$ cat src/rtl/tape_recorder.sv
// Records the MIC square wave into a CSW1 (RLE) byte stream over a req/ack write port.
// Optional TAPE_REC_FILTER_EN: a level change is accepted only after 3 consecutive matching samples.
module tape_recorder #(
    parameter int unsigned CLOCK       = 3500000,
    parameter int unsigned SAMPLE_RATE = 44100,
    parameter logic [24:0] MAX_SIZE    = 25'h1FFFFFF
) (
    input  logic        clk_sys,
    input  logic        reset,
    input  logic        ce,
    input  logic        mic_in,
    input  logic        rec,
    output logic        recording,
    output logic        full,
    output logic        overrun,
    output logic [24:0] size,
    output logic        wr_req,
    input  logic        wr_ack,
    output logic [24:0] addr,
    output logic [7:0]  dout
);

    localparam int unsigned SIZE_W  = 25;
    localparam int unsigned CNT_W   = 32;
    localparam logic [32:0]  RATE_W  = 33'(SAMPLE_RATE);
    localparam logic [32:0]  CLOCK_W = 33'(CLOCK);
    localparam logic [175:0] MAGIC   = "Compressed Square Wave";

    typedef enum logic [2:0] {S_IDLE, S_HDR, S_RUN, S_FLUSH, S_DONE} state_t;

    state_t              r_state, w_state_nx;
    logic [CNT_W-1:0]    r_acc, w_acc_nx;
    logic [32:0]         w_acc_sum;
    logic                w_tick;
    logic                r_mic_s1, r_mic_s2, r_rec_q, r_pol, r_last;
    logic [CNT_W-1:0]    r_cnt, w_cnt_inc, r_pend;
    logic                r_pend_vld;
    logic [2:0]          r_bidx;
    logic [4:0]          r_hidx;
    logic                r_wr_req, r_full, r_overrun, r_recording;
    logic [SIZE_W-1:0]   r_addr, r_size;
    logic [7:0]          r_dout;
    logic                w_rec_rise, w_ack_ok, w_src_vld, w_full_hit, w_long, w_last_byte;
    logic [7:0]          w_src_byte, w_pulse_byte, w_hdr_byte;
    logic [255:0]        w_hdr;
    logic                w_differs, w_accept;
    logic [CNT_W-1:0]    w_pulse, w_cnt_restart;

    // Fractional sample-rate tick from the CLOCK-rate enable
    assign w_acc_sum = 33'(r_acc) + RATE_W;
    assign w_tick    = ce && (w_acc_sum >= CLOCK_W);
    assign w_acc_nx  = w_tick ? CNT_W'(w_acc_sum - CLOCK_W) : CNT_W'(w_acc_sum);

    assign w_rec_rise = rec && !r_rec_q;
    assign w_ack_ok   = r_wr_req && wr_ack;
    assign w_cnt_inc  = (r_cnt == '1) ? r_cnt : r_cnt + CNT_W'(1);
    assign w_differs  = (r_mic_s2 != r_last);

`ifdef TAPE_REC_FILTER_EN
    logic [1:0]       r_flt;
    logic [CNT_W-1:0] r_flt_pulse;

    // Candidate change must persist for 3 ticks; pulse length is frozen at the first one
    always_ff @(posedge clk_sys or posedge reset) begin
        if (reset) begin
            r_flt       <= '0;
            r_flt_pulse <= '0;
        end else if (r_state != S_RUN) begin
            r_flt <= '0;
        end else if (w_tick) begin
            if (!w_differs || r_flt == 2'd2) begin
                r_flt <= '0;
            end else begin
                if (r_flt == 2'd0) r_flt_pulse <= r_cnt;
                r_flt <= r_flt + 2'd1;
            end
        end
    end

    assign w_accept      = w_tick && w_differs && (r_flt == 2'd2);
    assign w_pulse       = r_flt_pulse;
    assign w_cnt_restart = CNT_W'(3);
`else
    assign w_accept      = w_tick && w_differs;
    assign w_pulse       = r_cnt;
    assign w_cnt_restart = CNT_W'(1);
`endif

    // Header image, byte 0 in the top bits
    assign w_hdr = {MAGIC, 8'h1A, 8'h01, 8'h01, RATE_W[7:0], RATE_W[15:8], 8'h01,
                    7'b0, r_pol, 24'h000000};
    assign w_hdr_byte = w_hdr[{~r_hidx, 3'b000} +: 8];

    assign w_long      = (r_pend[31:8] != '0);
    assign w_last_byte = !w_long || (r_bidx == 3'd4);

    always_comb begin
        w_pulse_byte = 8'h00;
        case (r_bidx)
            3'd0:    w_pulse_byte = w_long ? 8'h00 : r_pend[7:0];
            3'd1:    w_pulse_byte = r_pend[7:0];
            3'd2:    w_pulse_byte = r_pend[15:8];
            3'd3:    w_pulse_byte = r_pend[23:16];
            3'd4:    w_pulse_byte = r_pend[31:24];
            default: w_pulse_byte = 8'h00;
        endcase
    end

    assign w_src_vld  = (r_state == S_HDR) ||
                        (((r_state == S_RUN) || (r_state == S_FLUSH)) && r_pend_vld);
    assign w_src_byte = (r_state == S_HDR) ? w_hdr_byte : w_pulse_byte;
    assign w_full_hit = w_src_vld && !r_wr_req && (r_size == MAX_SIZE);

    always_ff @(posedge clk_sys or posedge reset) begin
        if (reset) r_state <= S_IDLE;
        else       r_state <= w_state_nx;
    end

    always_comb begin
        w_state_nx = r_state;
        case (r_state)
            S_IDLE:  if (w_rec_rise) w_state_nx = S_HDR;
            S_HDR: begin
                if (w_full_hit)                          w_state_nx = S_DONE;
                else if (w_ack_ok && r_hidx == 5'd31)    w_state_nx = rec ? S_RUN : S_FLUSH;
            end
            S_RUN: begin
                if (w_full_hit) w_state_nx = S_DONE;
                else if (!rec)  w_state_nx = S_FLUSH;
            end
            S_FLUSH: begin
                if (w_full_hit)                             w_state_nx = S_DONE;
                else if (!r_pend_vld && r_cnt == '0)        w_state_nx = S_DONE;
            end
            S_DONE:  if (!rec) w_state_nx = S_IDLE;
            default: w_state_nx = S_IDLE;
        endcase
    end

    always_ff @(posedge clk_sys or posedge reset) begin
        if (reset) begin
            r_acc    <= '0;
            r_mic_s1 <= 1'b0;
            r_mic_s2 <= 1'b0;
            r_rec_q  <= 1'b0;
        end else begin
            if (ce) r_acc <= w_acc_nx;
            r_mic_s1 <= mic_in;
            r_mic_s2 <= r_mic_s1;
            r_rec_q  <= rec;
        end
    end

    // Write port, header/pulse sequencing and run-length counting
    always_ff @(posedge clk_sys or posedge reset) begin
        if (reset) begin
            r_pol       <= 1'b0;
            r_last      <= 1'b0;
            r_cnt       <= '0;
            r_pend      <= '0;
            r_pend_vld  <= 1'b0;
            r_bidx      <= '0;
            r_hidx      <= '0;
            r_wr_req    <= 1'b0;
            r_addr      <= '0;
            r_dout      <= '0;
            r_size      <= '0;
            r_full      <= 1'b0;
            r_overrun   <= 1'b0;
            r_recording <= 1'b0;
        end else begin
            if (r_state == S_IDLE && w_rec_rise) begin
                r_size     <= '0;
                r_full     <= 1'b0;
                r_overrun  <= 1'b0;
                r_pol      <= r_mic_s2;
                r_hidx     <= '0;
                r_pend_vld <= 1'b0;
                r_bidx     <= '0;
                r_cnt      <= '0;
            end

            if (w_ack_ok) begin
                r_wr_req <= 1'b0;
                r_size   <= r_size + SIZE_W'(1);
                if (r_state == S_HDR) begin
                    r_hidx <= r_hidx + 5'd1;
                end else if (w_last_byte) begin
                    r_pend_vld <= 1'b0;
                    r_bidx     <= '0;
                end else begin
                    r_bidx <= r_bidx + 3'd1;
                end
            end else if (w_src_vld && !r_wr_req) begin
                if (r_size == MAX_SIZE) begin
                    r_full <= 1'b1;
                end else begin
                    r_wr_req <= 1'b1;
                    r_addr   <= r_size;
                    r_dout   <= w_src_byte;
                end
            end

            if (r_state == S_HDR && w_ack_ok && r_hidx == 5'd31) begin
                r_cnt  <= '0;
                r_last <= r_pol;
            end

            // A zero-length first pulse (change on the very first tick) is not emitted
            if (r_state == S_RUN && w_tick) begin
                if (w_accept && !r_pend_vld) begin
                    if (w_pulse != '0) begin
                        r_pend     <= w_pulse;
                        r_pend_vld <= 1'b1;
                        r_bidx     <= '0;
                    end
                    r_last <= r_mic_s2;
                    r_cnt  <= w_cnt_restart;
                end else begin
                    if (w_accept) r_overrun <= 1'b1;
                    r_cnt <= w_cnt_inc;
                end
            end

            if (r_state == S_FLUSH && !r_pend_vld && r_cnt != '0) begin
                r_pend     <= r_cnt;
                r_pend_vld <= 1'b1;
                r_bidx     <= '0;
                r_cnt      <= '0;
            end

            r_recording <= (w_state_nx == S_HDR) || (w_state_nx == S_RUN) ||
                           (w_state_nx == S_FLUSH);
        end
    end

    assign recording = r_recording;
    assign full      = r_full;
    assign overrun   = r_overrun;
    assign size      = r_size;
    assign wr_req    = r_wr_req;
    assign addr      = r_addr;
    assign dout      = r_dout;

endmodule
$ cat config.mk
export PLATFORM = sky130hd
export DESIGN_NAME = tape_recorder
export DESIGN_NICKNAME = d
export VERILOG_FILES = /design/src/rtl/tape_recorder.sv
export SDC_FILE = /design/constraint.sdc
export NUM_CORES = 1
export LEC_CHECK = 0
export CAP_MARGIN = 20
export CORE_MARGIN = 3
export CORE_UTILIZATION = 55
export CTS_CLUSTER_SIZE = 20
export DETAILED_ROUTE_END_ITERATION = 8
export GPL_TIMING_DRIVEN = 0
export HOLD_SLACK_MARGIN = 0.08
export PLACE_DENSITY = 0.76
export SLEW_MARGIN = 30
export SYNTH_ARGS = -nofsm -noshare
export SYNTH_HDL_FRONTEND = slang
export SYNTH_SLANG_ARGS = --single-unit
$ cat constraint.sdc
create_clock -name clk_sys -period 14.09 [get_ports clk_sys]
set_input_delay 3.5225 -clock clk_sys [delete_from_list [all_inputs] [get_ports clk_sys]]
set_output_delay 3.5225 -clock clk_sys [all_outputs]
set_load 0.01 [all_outputs]
==> impl_metrics.yaml, run 1 <==
detailed_routing:
  ant_nets: 0
  drt-initial-drc-count: 1036
  wl_per_cell_um: 18.20
  drc_errors: 0
  num_vias: 8701
  via_per_inst: 6.246
  first_pass_iters: 8
  wl_um: 25350
global_routing:
  grt_usage_pct: 26.22
  grt_start_max_net_pins: 68
  antenna_found_initial: 0
  grt_pass1_vias: 8330
  grt_pass1_wl_um: 42640
  gr-total-overflow: 0
setup_path:
  r2r-end: "r_cnt[27]$_DFFE_PP0P_"
  cp.required_ns: 14.40
  start_kind: "primary input"
  slowest_delay_ns: 0.52
  cp_num_buf_inv: 2
  rrSetupSlack_ns: 9.52
  r2r-start: "r_acc[2]$_DFFE_PP0P_"
  worst_path_max_delay_cell: "a31oi_1"
  worstSetupPathType: "primary input to flip-flop"
  worstPathMaxFanout: 10
  cp-end-kind: "flip-flop"
  reg2reg_depth: 13
  crit_chain: "clkdlybuf4s50_1 > nand2_1 > nor2_1 > nand2_1 > nand3_1 > a31oi_1 > clkbuf_1 > o21ai_0 > o41ai_1"
  worst_path_most_repeated_cell: "nand2_1"
  crit_arrival_ns: 6.02
  crit_family: "buffers and inverters"
synth:
  avgSynthCellArea_sq_um: 9.396
  synth_top_area_cell: "dfrtp_1"
  synth_area_sq_um: 10040
  async_flop_share_pct: 100.0
  synth_top_flop_cell: "dfrtp_1"
  ys_ff_latch: 173
  synth_edf_count: 0
  synth_cell_types: 96
  seq_area_frac_synth_pct: 43.10
  synthTopCellsByArea: "dfrtp_1 (43%), o21ai_0 (5.2%), nand2_1 (4.7%), mux2_2 (3.9%), xnor2_1 (3.4%)"
  syn_inst: 1069
  post-synth-top-count-cell: "dfrtp_1"
  netlist_top_cells_count: "dfrtp_1 (173), nand2_1 (126), o21ai_0 (104)"
  ys_warn_count: 0
  synth_top_area_share_pct: 43.10
  synth_nets: 1095
finish:
  drive_gt1_share_pct: 9.932
  multi_input_area_sq_um: 5366
  finalInstanceArea_sq_um: 11700
  seqCellArea_sq_um: 4329
  final_nets: 1182
  fillCellCount: 1411
  antenna_cells: 0
  area_growth_pct: 16.47
floorplan:
  rows: 48
  die-area_sq_um: 19920
  io_pins: 68
  die_y_um: 141.1
  die_x_um: 141.1
  initial_utilization_pct: 57.08
  core_sq_um: 17600
hold_path:
  min_path_type: "flip-flop to flip-flop"
  worst_hold_path.endpoint: "r_mic_s2$_DFF_PP0_"
  hold_depth: 0
  hp-start: "r_mic_s1$_DFF_PP0_"
clock_tree:
  clk_pin_slew_ns: 0.07
  cts_setup_buffers: 0
  postCtsHoldBufs: 0
  cts-resized-gates: 0
  cts.sinks: 173
  cts.htree.levels: 4
  cts_root_buf: "clkbuf_16"
  cts_buffers: 17
  cts_tree: "done"
  clock_latency_ns: 0.44
  cts_buffer_depth: 2
sta:
  skew_ns: 0.01246
  fin_crit_ns: 5.708
  fmax_ghz: 0.1752
  drv_slew: 0
  setup-violations-final: 0
  fin_crit_sh_pct: 40.51
  setup_tns_ns: 0
  hold_viol_final: 0
  tightest_slew_ns: 0.8222
  relSlewSlack_pct: 45.10
  rsz0062_at_grt: "false"
power_and_ir_drop:
  irDropWorstVdd_uv: 142.4
  power.density_nw_per_um2: 168.5
  leakagePower_nw: 4.979
  power_mw: 1.971
placed_design:
  portBuffers: 66
  gp_congestion: 0.9493
  placed_area_sq_um: 11060
  dp_hpwl_um: 17930
flow_run:
  drv_cap: 0
run_status:
  outcome: "complete, no violations"
## layout by cell type, fill, tap and decap left out, types with 5 or more instances in the layout
cell type        count
a21oi_1             30
a222oi_1             8
a31oi_1              7
and2_1              15
and3_1              29
and4_1               5
buf_1                7
buf_2               10
clkbuf_1            35
clkbuf_16           17
clkdlybuf4s50_1     66
dfrtp_1            173
ha_1                20
inv_1               24
mux2_1              23
mux2_2              35
mux2i_1              7
nand2_1            126
nand2b_1             7
nand3_1             62
nand4_1             15
nor2_1              62
nor2b_1             14
nor3_1              17
nor4_1              17
o211ai_1             6
o21a_1               6
o21ai_0            104
o31ai_1             20
o41ai_1              5
or3_1                7
xnor2_1             39
xor2_1              19
## registers in the layout (all words and copies together) (netlist names), 3 cells and up
register / cells
dout: 8
r_state: 3
r_hidx: 5
r_bidx: 3
r_acc: 30
r_cnt: 32
size: 25
r_pend: 32
addr: 25
## cell families (layout without fill, tap and decap cells)
logic type               count (synthesis)  after routing  share of synthesized area, %
adder cells (fa/ha/maj)                 20             20                         2.491
buffers and inverters                   83            182                         3.538
XOR/XNOR                                58             58                         5.057
AND/OR/NAND/NOR                        412            412                         20.99
AO/OA/AOI/OAI                          257            257                         17.40
multiplexers                            66             66                         7.424
flip-flops                             173            173                         43.10
## final cells by class
| cell class | count | share of cell area [%] |
|---|---|---|
| clock buffers | 18 | 3.754 |
| clock inverters | 13 | 1.743 |
| multi-input cells | 813 | 45.87 |
| plain buffers | 58 | 2.235 |
| repair buffers | 68 | 6.118 |
| well taps | 225 | 2.406 |
| flip-flops and latches | 173 | 37.01 |
| inverters | 25 | 0.8663 |
## how the worst max path moves through the flow
stage          startpoint               endpoint  slack (ns)  depth (start not counted)
2_1_floorplan       reset    addr[0]$_DFFE_PP0P_        5.88                          1
3_3_place_gp        reset    addr[4]$_DFFE_PP0P_        3.59                          2
4_1_cts            wr_ack  r_cnt[27]$_DFFE_PP0P_        8.47                          9
5_1_grt            wr_ack  r_cnt[27]$_DFFE_PP0P_        8.26                          9
6_report           wr_ack  r_cnt[27]$_DFFE_PP0P_        8.38                          9
3_5_place_dp       wr_ack   r_cnt[0]$_DFFE_PP0P_        8.11                          8
## where the power goes
| group | internal [mW] | leakage, nW | switching (mW) | total [mW] |
|---|---|---|---|---|
| Sequential | 0.568 | 2.33 | 0.0671 | 0.635 |
| Clock | 0.306 | 0.316 | 0.212 | 0.518 |
| Combinational | 0.334 | 2.34 | 0.485 | 0.819 |
## metal layers
metal | track usage (%) | vias to the layer above | part of all wire, %
li1 | - | 4102 | -
met1 | 37.57 | 4218 | 45
met2 | 40.71 | 345 | 46
met3 | 4.885 | 36 | 7.0
met4 | 8.006 | 0 | 1.6
met5 | 0 | - | 0
## metrics by stage
step	hold slack [ns]	util [%]	worst slack (ns)	std cells
finish	0.4284	66.48	8.382	1393
global route	0.4269	66.48	8.257	1393
CTS	0.4311	66.48	8.465	1393
detailed placement	0.4086	62.83	8.107	1362
global placement	0.3997	62.44	3.588	1360
floorplan	0.3312	-	5.879	1069
(Power assumes the default switching activity.)
==> run 2, diff against run 1 <==
clock period = 5.38 ns   (was 14.09 ns; I/O delays follow)
==> run 2 against run 1 <==
Sequential power rose to 2.6 times the previous value. Utilization is essentially flat. Non-clock buffer count rose by 4. Cell count increased by 0.36%. Combinational power rose to 2.6 times the previous value. Worst hold slack got worse by 0.0049 ns. Clock power increased by 130%. Register-to-register slack got worse by 8.8 ns. Die area unchanged. Cell area is essentially flat. First-iteration DRC count shrank 18%. Clock skew is 0.0015 ns lower.
==> impl_metrics.yaml, run 2 (synthesis results as in run 1) <==
floorplan:
  die_x_um: 141.1
  io_pins: 68
  die_y_um: 141.1
  die-area_sq_um: 19920
  initial_utilization_pct: 57.08
  core_sq_um: 17600
  rows: 48
clock_tree:
  postCtsHoldBufs: 0
  cts_root_buf: "clkbuf_16"
  cts.sinks: 173
  cts_setup_buffers: 0
  clock_latency_ns: 0.43
  cts-resized-gates: 0
  clk_pin_slew_ns: 0.07
  cts_tree: "done"
  cts_buffers: 17
  cts_buffer_depth: 2
  cts.htree.levels: 4
detailed_routing:
  highest_layer: "met4"
  drc_errors: 0
  wl_per_cell_um: 18.17
  via_per_inst: 6.293
  first_pass_iters: 6
  route.met2.wl_um: 11760
  drt-initial-drc-count: 849
  dr_wl_met3_um: 1660
  ant_nets: 0
  num_vias: 8797
  m1WireLength_um: 11370
  wl_um: 25400
setup_path:
  worst_path_max_delay_cell: "a31oi_1"
  r2r-start: "r_acc[2]$_DFFE_PP0P_"
  crit_arrival_ns: 4.96
  crit_family: "compound AO/OA/AOI/OAI gates"
  start_kind: "flip-flop"
  crit_chain: "ha_1 > a31o_1 > buf_2 > and3_1 > nor4_1 > nor4b_2 > o21ai_1 > a311o_1 > nand3_2 > a31oi_1 > clkbuf_1 > o21ai_0 > o41ai_1"
  rrSetupSlack_ns: 0.73
  r2r-end: "r_cnt[15]$_DFFE_PP0P_"
  worstPathMaxFanout: 10
  worstSetupPathType: "flip-flop to flip-flop"
  cp_num_buf_inv: 2
  slowest_delay_ns: 0.59
  cp-end-kind: "flip-flop"
  reg2reg_depth: 13
  cp.required_ns: 5.69
global_routing:
  antenna_found_initial: 0
  grt_start_max_net_pins: 31
  grt_usage_pct: 26.14
  grt_pass1_wl_um: 42680
  gr-total-overflow: 0
  grt_pass1_vias: 8434
finish:
  drive_gt1_share_pct: 10.32
  finalInstanceArea_sq_um: 11710
  final_common_cell: "dfrtp_1"
  area_growth_pct: 16.54
  largestRegisters: "r_cnt x32, r_pend x32, r_acc x30"
  antenna_cells: 0
  layout.cells.non_filler: 1398
  final_util_pct: 66.52
  final_cell_mix: "dfrtp_1 (173), nand2_1 (126), o21ai_0 (104)"
  final_nets: 1186
sta:
  setup_ws_ns: 0.7267
  rsz0062_at_grt: "false"
  setup_tns_ns: 0
  setup-violations-final: 0
  hold_viol_final: 0
  fin_crit_ns: 4.653
  fin_crit_sh_pct: 86.49
  fmax_ghz: 0.2149
  tightest_slew_ns: 0.8197
  skew_ns: 0.01101
  relSlewSlack_pct: 45.26
  drv_slew: 0
  hold_slack_ns: 0.4235
placed_design:
  placed_area_sq_um: 11120
  portBuffers: 66
  gp_congestion: 0.9265
  dp_hpwl_um: 18620
  pre_cts_ws_ns: 0.9233
  placed_cells_incl_taps: 1366
hold_path:
  worst_hold_path.endpoint: "r_mic_s2$_DFF_PP0_"
  hp-start: "r_mic_s1$_DFF_PP0_"
  min_path_type: "flip-flop to flip-flop"
  hold_depth: 0
power_and_ir_drop:
  leakagePower_nw: 4.974
  power.density_nw_per_um2: 426.8
  power_mw: 4.996
  irDropWorstVdd_uv: 430.5
flow_run:
  drv_cap: 0
run_status:
  outcome: "complete, no violations"
-- run 2: per-layer routing --
metal / GRT usage [%] / up-vias
met5: 0 / -
met4: 8.363 / 0
met3: 4.240 / 67
met2: 41.96 / 363
met1: 36.47 / 4266
li1: - / 4101
-- run 2: worst reg2reg max path, stage by stage, from the launching register on --
cell      delay, ns
dfrtp_1        0.48
ha_1           0.34
a31o_1         0.24
buf_2          0.17
and3_1         0.18
nor4_1         0.57
nor4b_2        0.17
o21ai_1        0.29
a311o_1        0.48
nand3_2        0.23
a31oi_1        0.59
clkbuf_1       0.49
o21ai_0        0.19
o41ai_1        0.10
-- run 2: where the power goes --
| part | internal (mW) | switching, mW | total, mW |
|---|---|---|---|
| logic | 0.879 | 1.27 | 2.15 |
| registers | 1.49 | 0.173 | 1.66 |
| clock network | 0.617 | 0.571 | 1.19 |
-- run 2: final cells by class --
class / count / area, sq um
buffer: 58 / 261.5
clock buffer: 17 / 425.4
clock inverter: 15 / 156.4
fill: 1424 / 5891
inverter: 25 / 97.59
multi-input combinational: 813 / 5366
sequential: 173 / 4329
tap: 225 / 281.5
timing repair buffer: 72 / 788.3
-- run 2: worst max-delay path by stage --
stage                               from               endpoint  slack [ns]  cells past startpoint
global route        r_acc[2]$_DFFE_PP0P_  r_cnt[15]$_DFFE_PP0P_        0.50                     13
floorplan           r_acc[6]$_DFFE_PP0P_  r_pend[5]$_DFFE_PP0P_        1.77                     12
detailed placement  r_acc[2]$_DFFE_PP0P_   r_cnt[1]$_DFFE_PP0P_        0.92                     12
CTS                 r_acc[2]$_DFFE_PP0P_  r_cnt[15]$_DFFE_PP0P_        0.88                     13
global placement                   reset  r_pend[4]$_DFFE_PP0P_        0.43                      2
finish              r_acc[2]$_DFFE_PP0P_  r_cnt[15]$_DFFE_PP0P_        0.73                     13
